`src/rtl/jt51_op_wr_sched.sv`:
```
// Operator register write scheduler: holds one CPU write and strobes the ring when
// the target operator reaches the write point. Define JT51_WR_QUEUE_EN for a one-entry queue.
//
// state   | meaning
// --------+-------------------------------------------------------------
// ST_IDLE | nothing pending, next write >= 0x40 is latched
// ST_PEND | write latched, waiting for the ring slot of its operator
module jt51_op_wr_sched #(
    parameter int unsigned SLOT_OFS = 0
) (
    input  logic       clk_i,
    input  logic       rst_i,
    input  logic       cen_i,
    input  logic       wr_i,
    input  logic [7:0] addr_i,
    input  logic [7:0] din_i,
    output logic       busy_o,
    output logic       ovf_o,
    output logic [7:0] dout_o,
    output logic       up_dt1_op_o,
    output logic       up_mul_op_o,
    output logic       up_tl_op_o,
    output logic       up_ks_op_o,
    output logic       up_amsen_op_o,
    output logic       up_dt2_op_o,
    output logic       up_d1l_op_o,
    output logic       up_ar_op_o,
    output logic       up_d1r_op_o,
    output logic       up_d2r_op_o,
    output logic       up_rr_op_o
);

    typedef enum logic {
        ST_IDLE = 1'b0,
        ST_PEND = 1'b1
    } state_t;

    state_t     state_q;
    logic [4:0] cnt_q;
    logic [4:0] slot_q;
    logic [2:0] grp_q;
    logic [7:0] dout_q;
    logic       ovf_q;

`ifdef JT51_WR_QUEUE_EN
    logic       q_vld_q;
    logic [7:0] q_addr_q;
    logic [7:0] q_din_q;
`endif

    // Register order M1,M2,C1,C2 becomes ring order M1,C1,M2,C2 by swapping addr[4:3].
    function automatic logic [4:0] slot_of(input logic [7:0] a);
        logic [4:0] tgt;
        tgt = {a[3], a[4], a[2:0]};
        return tgt + 5'(SLOT_OFS);
    endfunction

    logic wr_ok;
    logic fire;
    logic done;

    assign wr_ok = wr_i & (addr_i[7] | addr_i[6]);
    assign fire  = (state_q == ST_PEND) && (cnt_q == slot_q);
    assign done  = fire & cen_i;

    always_ff @(posedge clk_i or posedge rst_i) begin
        if (rst_i) begin
            state_q  <= ST_IDLE;
            cnt_q    <= '0;
            slot_q   <= '0;
            grp_q    <= '0;
            dout_q   <= '0;
            ovf_q    <= 1'b0;
`ifdef JT51_WR_QUEUE_EN
            q_vld_q  <= 1'b0;
            q_addr_q <= '0;
            q_din_q  <= '0;
`endif
        end else begin
            if (cen_i) begin
                cnt_q <= cnt_q + 5'd1;
            end
            case (state_q)
                ST_IDLE: begin
                    if (wr_ok) begin
                        state_q <= ST_PEND;
                        slot_q  <= slot_of(addr_i);
                        grp_q   <= addr_i[7:5];
                        dout_q  <= din_i;
                    end
                end
                ST_PEND: begin
`ifdef JT51_WR_QUEUE_EN
                    if (done) begin
                        // Completion hands over straight to the next write, no idle gap.
                        if (q_vld_q) begin
                            slot_q  <= slot_of(q_addr_q);
                            grp_q   <= q_addr_q[7:5];
                            dout_q  <= q_din_q;
                            q_vld_q <= 1'b0;
                            if (wr_ok) begin
                                ovf_q <= 1'b1;
                            end
                        end else if (wr_ok) begin
                            slot_q <= slot_of(addr_i);
                            grp_q  <= addr_i[7:5];
                            dout_q <= din_i;
                        end else begin
                            state_q <= ST_IDLE;
                        end
                    end else if (wr_ok) begin
                        if (q_vld_q) begin
                            ovf_q <= 1'b1;
                        end else begin
                            q_vld_q  <= 1'b1;
                            q_addr_q <= addr_i;
                            q_din_q  <= din_i;
                        end
                    end
`else
                    if (wr_ok) begin
                        ovf_q <= 1'b1;
                    end
                    if (done) begin
                        state_q <= ST_IDLE;
                    end
`endif
                end
            endcase
        end
    end

`ifdef JT51_WR_QUEUE_EN
    assign busy_o = q_vld_q;
`else
    assign busy_o = (state_q == ST_PEND);
`endif
    assign ovf_o  = ovf_q;
    assign dout_o = dout_q;

    always_comb begin
        up_dt1_op_o   = 1'b0;
        up_mul_op_o   = 1'b0;
        up_tl_op_o    = 1'b0;
        up_ks_op_o    = 1'b0;
        up_amsen_op_o = 1'b0;
        up_dt2_op_o   = 1'b0;
        up_d1l_op_o   = 1'b0;
        up_ar_op_o    = 1'b0;
        up_d1r_op_o   = 1'b0;
        up_d2r_op_o   = 1'b0;
        up_rr_op_o    = 1'b0;
        if (fire) begin
            case (grp_q)
                3'b010: begin
                    up_dt1_op_o = 1'b1;
                    up_mul_op_o = 1'b1;
                end
                3'b011: up_tl_op_o = 1'b1;
                3'b100: begin
                    up_ks_op_o = 1'b1;
                    up_ar_op_o = 1'b1;
                end
                3'b101: begin
                    up_amsen_op_o = 1'b1;
                    up_d1r_op_o   = 1'b1;
                end
                3'b110: begin
                    up_dt2_op_o = 1'b1;
                    up_d2r_op_o = 1'b1;
                end
                3'b111: begin
                    up_d1l_op_o = 1'b1;
                    up_rr_op_o  = 1'b1;
                end
                default: ;
            endcase
        end
    end

endmodule

```
`config.mk`:
```
export PLATFORM = sky130hd
export DESIGN_NAME = jt51_op_wr_sched
export DESIGN_NICKNAME = d
export VERILOG_FILES = /design/src/rtl/jt51_op_wr_sched.sv
export SDC_FILE = /design/constraint.sdc
export NUM_CORES = 1
export LEC_CHECK = 0
export ABC_AREA = 1
export CORE_MARGIN = 10
export CORE_UTILIZATION = 28
export CTS_BUF_LIST = sky130_fd_sc_hd__clkbuf_8
export DETAILED_ROUTE_END_ITERATION = 7
export PLACE_DENSITY = 0.64
export SLEW_MARGIN = 20
export SYNTH_ARGS = -nofsm -noshare
export SYNTH_HDL_FRONTEND = slang
export SYNTH_SLANG_ARGS = --single-unit
```
`constraint.sdc`:
```
create_clock -name clk_i -period 3.9 [get_ports clk_i]
set_input_delay 0.78 -clock clk_i [delete_from_list [all_inputs] [get_ports clk_i]]
set_output_delay 0.78 -clock clk_i [all_outputs]
set_load 0.01 [all_outputs]
```
==> run metrics, run 1 <==
pin count of the biggest net entering global routing 25; status finished, final reports clean; share of layout cells above drive strength 1 0.134; cell with the most instances after synthesis dfrtp_1; cts hold-fix bufs 0; number of synthesized flops with an enable pin 0; TNS Setup 0 ps; top post-synthesis cells by area dfrtp_1, mux2_4, nand2_1, inv_1, mux2_2; Data arrival, critical path 1990 ps; final setup fails 0; Buffers on Ports 40; Final Util 0.418; Yosys reg bits 23; Critical path buffers and inverters 1; Num CTS Buffers 3; Routed WL per cell 13.3 um; Core Footprint 0.00374 mm^2; Tmin final 2770 ps; DR vias 873; Clock transition at path regs 80 ps; Skew-Pair Late Insertion Delay 260 ps; DP HPWL 2040 um; final worst-path cycle share 0.710; Sequential Area 576 um^2; final hold violations 0; worst reg-to-reg setup slack 2600 ps; Hold Crit Endpoint ovf_o; Die X 83.1 um; Sw Ratio 0.357; Cell variety after synth 25; Flop pwr share 0.434; LEAKAGE 0.710 nW; crit path launch type flop; Clk pwr share 0.140; DR DRC count 0; Post-Route WL 2610 um; Worst path slowest cell clkdlybuf4s50_1; initial antenna violation count 0; Peak supply drop 316 uV; RSZ-0062 raised after global routing no; combinational share of power 0.426; Die Y-Extent 83.1 um; H-Tree Depth 1; mapped cell area 0.00112 mm^2; Worst path max stage delay 600 ps; Reg2Reg Depth 3; CTS tree yes; First-pass DRT Iterations 4; Final Skew 5.58 ps; Detailed Route Iter0 Violations 33; most frequent CP cell nor2_1; synthesized area per cell 9.88 um^2; area leader, netlist dfrtp_1; Hold WC Path Type reg2reg; Antenna Nets Post-Route 0; r2r endpoint dout_o[1]; pins over their slew limit 0; Clock Path Buffers 2; Critical Path Sink Type output port; Psw 365 uW; Tot Pwr 1.02 mW; Crit Path Max Fanout 5; post-synthesis sequential area ratio 0.516; starting density of the core 0.298; Sink Count 23; worst hold path depth 1; f_max 361 MHz; Main synth FF type dfrtp_1; multi-input logic area 423 um^2; global-route wire length before repair 4550 um; Rows 22; Ys Warns 0; Ports 41; Mapped Cells 113; Int Power 658 uW; global route overflow 0; Design Area, Final 0.00156 mm^2; Post-DP Area 0.00152 mm^2; Top delay family on crit path simple AND/OR/NAND/NOR gates; All-Layer GR Usage 0.0751; Layout area overhead 40.1%; Slew HR 0.418; post-synthesis net count 134; top-area cell type share of the netlist area 0.516; Async S/R FF share, synth 1.00; vias per cell 4.43; max-cap viol count 0; number of setup buffers added after CTS 0; clock tree root driver cell clkbuf_8; critical path cell sequence nor2_1 -> nor2_1 -> nor2_2 -> nand2_2 -> nor3_1 -> clkdlybuf4s50_1; filler cell count 374; n_diodes 0; Resize count post-CTS 0; # nets final 171; power density over the cells 654 mW/mm^2; final RePlAce weighted congestion 0.689; Post-synth top cells dfrtp_1, nand2_1, inv_1; Crit Path Category reg2out; die area 0.00691 mm^2; Worst Tran Pin Value 872 ps; worst reg2reg startpoint busy_o; Worst EP required 3120 ps; vias in the first global route 998; hold path startpoint ovf_o
==> state kept, by name, indices dropped and copies added (netlist names) <==
| signal | cells |
|---|---|
| grp_q | 3 |
| busy_o | 1 |
| ovf_o | 1 |
| cnt_q | 5 |
| dout_o | 8 |
| slot_q | 5 |
==> kinds of logic (layout without fill, tap and decap cells) <==
kind of cell,after synthesis,after routing,synth area share
buffers and inverters,24,60,0.105
adders and majority gates,1,1,0.0112
muxes,9,9,0.108
xor gates and xnor gates,4,4,0.0314
AOI/OAI and AO/OA,11,11,0.0561
and+or+nand+nor,41,41,0.173
DFF,23,23,0.516
==> layer usage <==
layer | part of all wire | up-vias | GRT usage
met2 | 0.48 | 33 | 0.125
li1 | - | 424 | -
met1 | 0.39 | 414 | 0.0785
met5 | 0 | - | 0
met3 | 0.12 | 2 | 0.0479
met4 | 0.0011 | 0 | 0.0138
==> per-stage QoR <==
stage	hold slack, ps	std cells	setup slack, ps
3_3_place_gp	459	193	1490
3_5_place_dp	466	193	1370
2_1_floorplan	499	113	1770
6_report	482	197	1130
5_1_grt	532	197	933
4_1_cts	490	197	1070
==> worst register-to-register path, stage by stage, from the launching register on <==
cell and delay [ps]:
dfrtp_1 420, inv_2 110, nand3_4 280, mux2_4 390
==> power groups by stage <==
stage          registers [mW]  logic, mW  clock network (mW)
4_1_cts                 0.445      0.442               0.147
2_1_floorplan           0.451      0.256                   0
6_report                0.444      0.436               0.143
5_1_grt                 0.463      0.493               0.159
3_5_place_dp            0.446      0.441                   0
3_3_place_gp            0.439      0.430                   0
==> how the worst max path moves through the flow <==
stage             start          to  slack (ps)  depth (start not counted)
6_report       cnt_q[2]  up_rr_op_o        1130                          6
5_1_grt        cnt_q[2]  up_rr_op_o         930                          6
4_1_cts        cnt_q[2]  up_rr_op_o        1070                          6
3_5_place_dp   cnt_q[2]  up_rr_op_o        1370                          6
3_3_place_gp     busy_o  up_rr_op_o        1490                          7
2_1_floorplan    busy_o  up_rr_op_o        1770                          7
==> cells in the final DEF, fill, tap and decap left out <==
master           count
nand2_2              2
nand4_1              3
inv_1               15
o21ai_0              4
clkinv_1             1
nand3_4              1
nor3_1               2
nand3_1              4
a21oi_2              1
nor2_2               2
clkdlybuf4s50_1     40
xnor2_1              1
nor2_1              11
dfrtp_1             23
xor2_1               3
a21oi_1              5
a31o_2               1
ha_1                 1
inv_2                1
nand2_1             16
mux2_2               4
mux2_4               5
clkbuf_8             3
==> cell type report <==
type | count | area share
Clock inverter | 1 | 0.00240
Inverter | 16 | 0.0384
Clock buffer | 3 | 0.0264
Timing Repair Buffer | 40 | 0.256
Tap cell | 48 | 0.0384
Multi-Input combinational cell | 66 | 0.270
Sequential cell | 23 | 0.368
Note: power is estimated with default switching activity, not from simulation.
==> inputs of run 2 (changes only) <==
PLACE_DENSITY = 0.66   (was 0.64)
clock period = 2.35 ns   (was 3.9 ns; I/O delays follow)
==> run 2 against run 1 <==
- flip-flop and latch count stayed put
- sequential power rose by 64%
- via count rose by 0.80%
- final area rose by 0.88%
- die area stayed put
- non-clock buffer count is 3 higher
- final cell count grew 1.5%
- power up 69%
- utilization up 0.37 points
- critical endpoint unchanged
- combinational power increased by 73%
- clock skew shrank 3.2 ps
- global-route usage rose by 0.69 points
==> run metrics, run 2 (synthesis results as in run 1) <==
crit path launch type flop (unchanged); most common cell after layout, fill and taps aside clkdlybuf4s50_1 (unchanged); n_diodes 0 (unchanged); DR vias 880 (was 873); Worst Tran Pin Value 326 ps (was 872 ps); Antenna Nets Post-Route 0 (unchanged); pins over their slew limit 0 (unchanged); Final Util 0.421 (was 0.418); vias per cell 4.40 (was 4.43); Hold WC Path Type reg2reg (unchanged); cts hold-fix bufs 0 (unchanged); pin count of the biggest net entering global routing 25 (unchanged); final worst-path cycle share 0.884; Ports 41 (unchanged); H-Tree Depth 1 (unchanged); clock tree root driver cell clkbuf_8 (unchanged); Int Power 1.11 mW (was 658 uW); Routed WL per cell 13.3 um (about the same); Crit. Startpoint cnt_q[2] (unchanged); LEAKAGE 0.790 nW (was 0.710 nW); Buffers on Ports 40 (unchanged); max-cap viol count 0 (unchanged); Tmin final 2080 ps; GR Util met3 0.0430 (was 0.0479); Num CTS Buffers 3 (unchanged); Post-Route WL 2660 um (was 2610 um); Skew-Pair Late Insertion Delay 260 ps (about the same); initial antenna violation count 0 (unchanged); die area 0.00691 mm^2 (unchanged); Critical Path Sink Type output port (unchanged); TNS Setup 0 ps (unchanged); power density over the cells 1090 mW/mm^2 (was 654 mW/mm^2); Flop pwr share 0.423 (was 0.434); Final Skew 2.38 ps (was 5.58 ps); DR DRC count 0 (unchanged); r2r endpoint dout_o[4] (was dout_o[1]); Clock Path Buffers 2 (unchanged); vias in the first global route 1064 (was 998); starting density of the core 0.298 (unchanged); global-route wire length before repair 4770 um (was 4550 um); Place WS 224 ps (was 1370 ps); status finished, final reports clean (unchanged); final setup fails 0 (unchanged); final RePlAce weighted congestion 0.715 (was 0.689); critical path endpoint up_rr_op_o (unchanged); DP HPWL 2160 um (was 2040 um); Detailed Route Iter0 Violations 3 (was 33); Crit Path Max Fanout 5 (unchanged); share of layout cells above drive strength 1 0.158 (was 0.134); Reg2Reg Depth 3 (unchanged); Non-Filler Instances 200 (was 197); Cells after DPL 194 (was 193); Core Footprint 0.00374 mm^2 (unchanged); most frequent cells in the layout clkdlybuf4s50_1, dfrtp_1, nand2_1 (unchanged); Tot Pwr 1.73 mW (was 1.02 mW); Worst EP required 1880 ps (was 3120 ps); worst reg-to-reg setup slack 1080 ps (was 2600 ps); Rows 22 (unchanged); worst hold path depth 1 (unchanged); f_max 482 MHz; Crit Path Category reg2out (unchanged); # nets final 174 (was 171); Data arrival, critical path 1610 ps (was 1990 ps); max reg flops 8 (unchanged); GR Util met2 0.143 (was 0.125); Slew HR 0.783 (was 0.418); RSZ-0062 raised after global routing no (unchanged); final worst setup slack 273 ps (was 1130 ps); Peak supply drop 402 uV (was 316 uV); Clock transition at path regs 80 ps (about the same); GRT Max-Usage Layer met2 (unchanged); All-Layer GR Usage 0.0820 (was 0.0751); Sink Count 23 (unchanged); worst reg2reg startpoint busy_o (unchanged); Layout area overhead 41.4% (was 40.1%); Die Y-Extent 83.1 um (unchanged); CTS tree yes (unchanged); Die X 83.1 um (unchanged); combinational share of power 0.437 (was 0.426); Psw 617 uW (was 365 uW); M1 GR Usage 0.0794 (was 0.0785); First-pass DRT Iterations 2 (was 4); final hold violations 0 (unchanged); Sw Ratio 0.357 (about the same); global route overflow 0 (unchanged); Clk pwr share 0.141 (was 0.140)
-- run 2: changes by cell type in the layout (fill, tap and decap cells not counted) --
| cell | previous run | this run |
|---|---|---|
| clkdlybuf4s50_1 | 40 | 29 |
| inv_1 | 15 | 14 |
| clkinv_2 | 0 | 1 |
| dlymetal6s2s_1 | 0 | 1 |
| dlygate4sd2_1 | 0 | 10 |
| buf_4 | 0 | 3 |
-- run 2: area by class of cell --
class                           instances  area [um^2]
Sequential cell                        23          576
Fill cell                             396         2170
Clock buffer                            3         41.3
Inverter                               16         60.1
Clock inverter                          1         5.00
Tap cell                               48         60.1
Timing Repair Buffer                   43          413
Multi-Input combinational cell         66          423
-- run 2: worst max-delay path: stages (launching register included) --
cell           delay (ps)
dfrtp_1               440
nor2_1                120
nor2_1                 60
nor2_2                160
nand2_2               100
nor3_1                170
dlygate4sd2_1         300
-- run 2: how the worst min path moves through the flow --
stage          startpoint     end  slack [ps]
2_1_floorplan       rst_i  busy_o         470
5_1_grt             ovf_o   ovf_o         510
3_5_place_dp        ovf_o   ovf_o         460
6_report            ovf_o   ovf_o         470
4_1_cts             ovf_o   ovf_o         480
3_3_place_gp        ovf_o   ovf_o         460
-- run 2: through the flow --
step | hold slack (ps) | cell area [um^2]
4_1_cts | 481 | 1580
3_3_place_gp | 456 | 1530
3_5_place_dp | 456 | 1530
5_1_grt | 507 | 1580
2_1_floorplan | 472 | 1120
6_report | 473 | 1580
-- run 2: per-layer routing --
metal / wire (um) / part of all wire
met2: 1270 / 0.48
met1: 1060 / 0.40
met5: 0 / 0
met3: 291 / 0.11
met4: 34 / 0.013
-- run 2: power by group through the flow --
stage	combinational (mW)	sequential [mW]	clock [mW]
after global placement	0.711	0.729	0
final	0.754	0.730	0.243
after detailed placement	0.743	0.745	0
after floorplan	0.425	0.748	0
after global routing	0.844	0.763	0.276
after CTS	0.774	0.733	0.255
-- run 2: repair_timing --
action | in CTS | in global routing
resized for setup | 10 | 1
endpoints found under the setup margin | 11 | 1
setup buffers | 2 | 0
==> inputs of run 3 (changes only) <==
CORE_ASPECT_RATIO = 0.6   (was default)
==> run 3 against run 2 <==
- via count decreased by 0.80%
- final area increased by 0.56%
- highest routed layer is now met3
- non-clock buffer count increased by 1
==> run metrics, run 3 (synthesis results as in run 1) <==
final RePlAce weighted congestion 0.828 (was 0.715); Clock transition at path regs 80 ps (about the same); Crit Path Max Fanout 4 (was 5); pin count of the biggest net entering global routing 25 (unchanged); Post-Route WL 2660 um (about the same); Die X 102 um (was 83.1 um); H-Tree Depth 1 (unchanged); Core Footprint 0.00374 mm^2 (unchanged); Slew HR 0.786 (was 0.783); All-Layer GR Usage 0.0795 (was 0.0820); Hold WC Path Type reg2reg (unchanged); Critical Path Sink Type output port (unchanged); Tmin final 2130 ps (was 2080 ps); Reg2Reg Depth 3 (unchanged); TNS Setup 0 ps (unchanged); DP HPWL 2090 um (was 2160 um); Ports 41 (unchanged); Worst EP required 1880 ps (about the same); pins over their slew limit 0 (unchanged); initial antenna violation count 0 (unchanged); Buffers on Ports 40 (unchanged); # nets final 175 (was 174); Critical path buffers and inverters 1 (unchanged); Worst Tran Pin Value 321 ps (was 326 ps); Skew-Pair Late Insertion Delay 260 ps (about the same); global-route wire length before repair 4440 um (was 4770 um); n_diodes 0 (unchanged); Final Skew 4.43 ps (was 2.38 ps); max-cap viol count 0 (unchanged); Data arrival, critical path 1660 ps (was 1610 ps); Peak supply drop 547 uV (was 402 uV); final setup fails 0 (unchanged); status finished, final reports clean (unchanged); crit path launch type flop (unchanged); max reg flops 8 (unchanged); LEAKAGE 0.810 nW (was 0.790 nW); critical path endpoint up_rr_op_o (unchanged); Sequential Area 576 um^2 (unchanged); Crit. Startpoint cnt_q[3] (was cnt_q[2]); Final Util 0.424 (was 0.421); worst reg-to-reg setup slack 1100 ps (was 1080 ps); First-pass DRT Iterations 4 (was 2); critical path cell sequence a21oi_2 -> nand2_1 -> nor2_2 -> nand2_2 -> nor3_1 -> dlygate4sd2_1 (was nor2_1 -> nor2_1 -> nor2_2 -> nand2_2 -> nor3_1 -> dlygate4sd2_1); Sink Count 23 (unchanged); share of layout cells above drive strength 1 0.157 (was 0.158); multi-input logic area 423 um^2 (unchanged); filler cell count 380 (was 396); f_max 468 MHz (was 482 MHz); global route overflow 0 (unchanged); Detailed Route Iter0 Violations 23 (was 3); CTS tree yes (unchanged); final worst-path cycle share 0.908 (was 0.884); Routed WL per cell 13.3 um (about the same); DR vias 873 (was 880); Layout area overhead 42.2% (was 41.4%); final hold violations 0 (unchanged); power density over the cells 1090 mW/mm^2 (about the same); vias per cell 4.37 (was 4.40); vias in the first global route 949 (was 1064); Worst path slowest cell dfrtp_1 (unchanged); most frequent cells in the layout clkdlybuf4s50_1, dfrtp_1, nand2_1 (unchanged); Clock Path Buffers 2 (unchanged); Antenna Nets Post-Route 0 (unchanged); critical path depth in cells 6 (unchanged); die area 0.00699 mm^2 (was 0.00691 mm^2); Rows 17 (was 22); DR DRC count 0 (unchanged); worst reg2reg startpoint busy_o (unchanged); Num CTS Buffers 3 (unchanged); Die Y-Extent 68.9 um (was 83.1 um); r2r endpoint dout_o[4] (unchanged); Top delay family on crit path simple AND/OR/NAND/NOR gates (unchanged); RSZ-0062 raised after global routing no (unchanged); Crit Path Category reg2out (unchanged); final hold slack 474 ps (was 473 ps); Worst path max stage delay 440 ps (about the same); most common cell after layout, fill and taps aside clkdlybuf4s50_1 (unchanged); starting density of the core 0.298 (unchanged); cts hold-fix bufs 0 (unchanged); clock tree root driver cell clkbuf_8 (unchanged)
[run 3: cell count changes in the layout (fill, tap and decap cells not counted), sizes merged]
cell and delta:
buf +1, clkinv -1, dlygate4sd2 -1, dlymetal6s2s +1, inv +1
[run 3: final cells by class]
cell class                      instances  area share
Inverter                               16      0.0379
Sequential cell                        23       0.363
Tap cell                               47      0.0371
Clock buffer                            3      0.0260
Clock inverter                          1     0.00237
Timing Repair Buffer                   44       0.267
Multi-Input combinational cell         66       0.267
[run 3: what timing repair did]
action                     4_1_cts  5_1_grt
buffers inserted                 3        0
resized for setup                9        2
setup endpoints to repair       11        2
[run 3: through the flow]
step                      instances  instance area, um^2  power, mW  setup WS [ps]
after floorplan                 113                 1120       1.17            525
after global placement          193                 1530       1.44            241
after detailed placement        193                 1530       1.47            159
after CTS                       200                 1580       1.76           1.04
after global routing            200                 1590       1.89           68.6
final                           200                 1590       1.73            215
[run 3: metal layers]
layer  share of wire  track usage  up-vias
met5               0            0        -
met3            0.16       0.0704        0
met2            0.41        0.121       39
met1            0.43       0.0854      399
li1                -            -      435
met4               0      0.00519        0
[run 3: report_power, final]
part / leakage (nW) / internal [mW] / total [mW] / switching [mW]
Combinational: 0.520 / 0.414 / 0.763 / 0.348
Clock: 0.0269 / 0.117 / 0.238 / 0.122
Sequential: 0.263 / 0.586 / 0.733 / 0.147
[run 3: how the worst min path moves through the flow]
stage                     cells past startpoint  startpoint  endpoint  slack (ps)
after floorplan                               1       rst_i    busy_o         470
after global placement                        1       ovf_o     ovf_o         450
after detailed placement                      1       ovf_o     ovf_o         460
after CTS                                     1       ovf_o     ovf_o         480
after global routing                          1       ovf_o     ovf_o         500
final                                         1       ovf_o     ovf_o         470
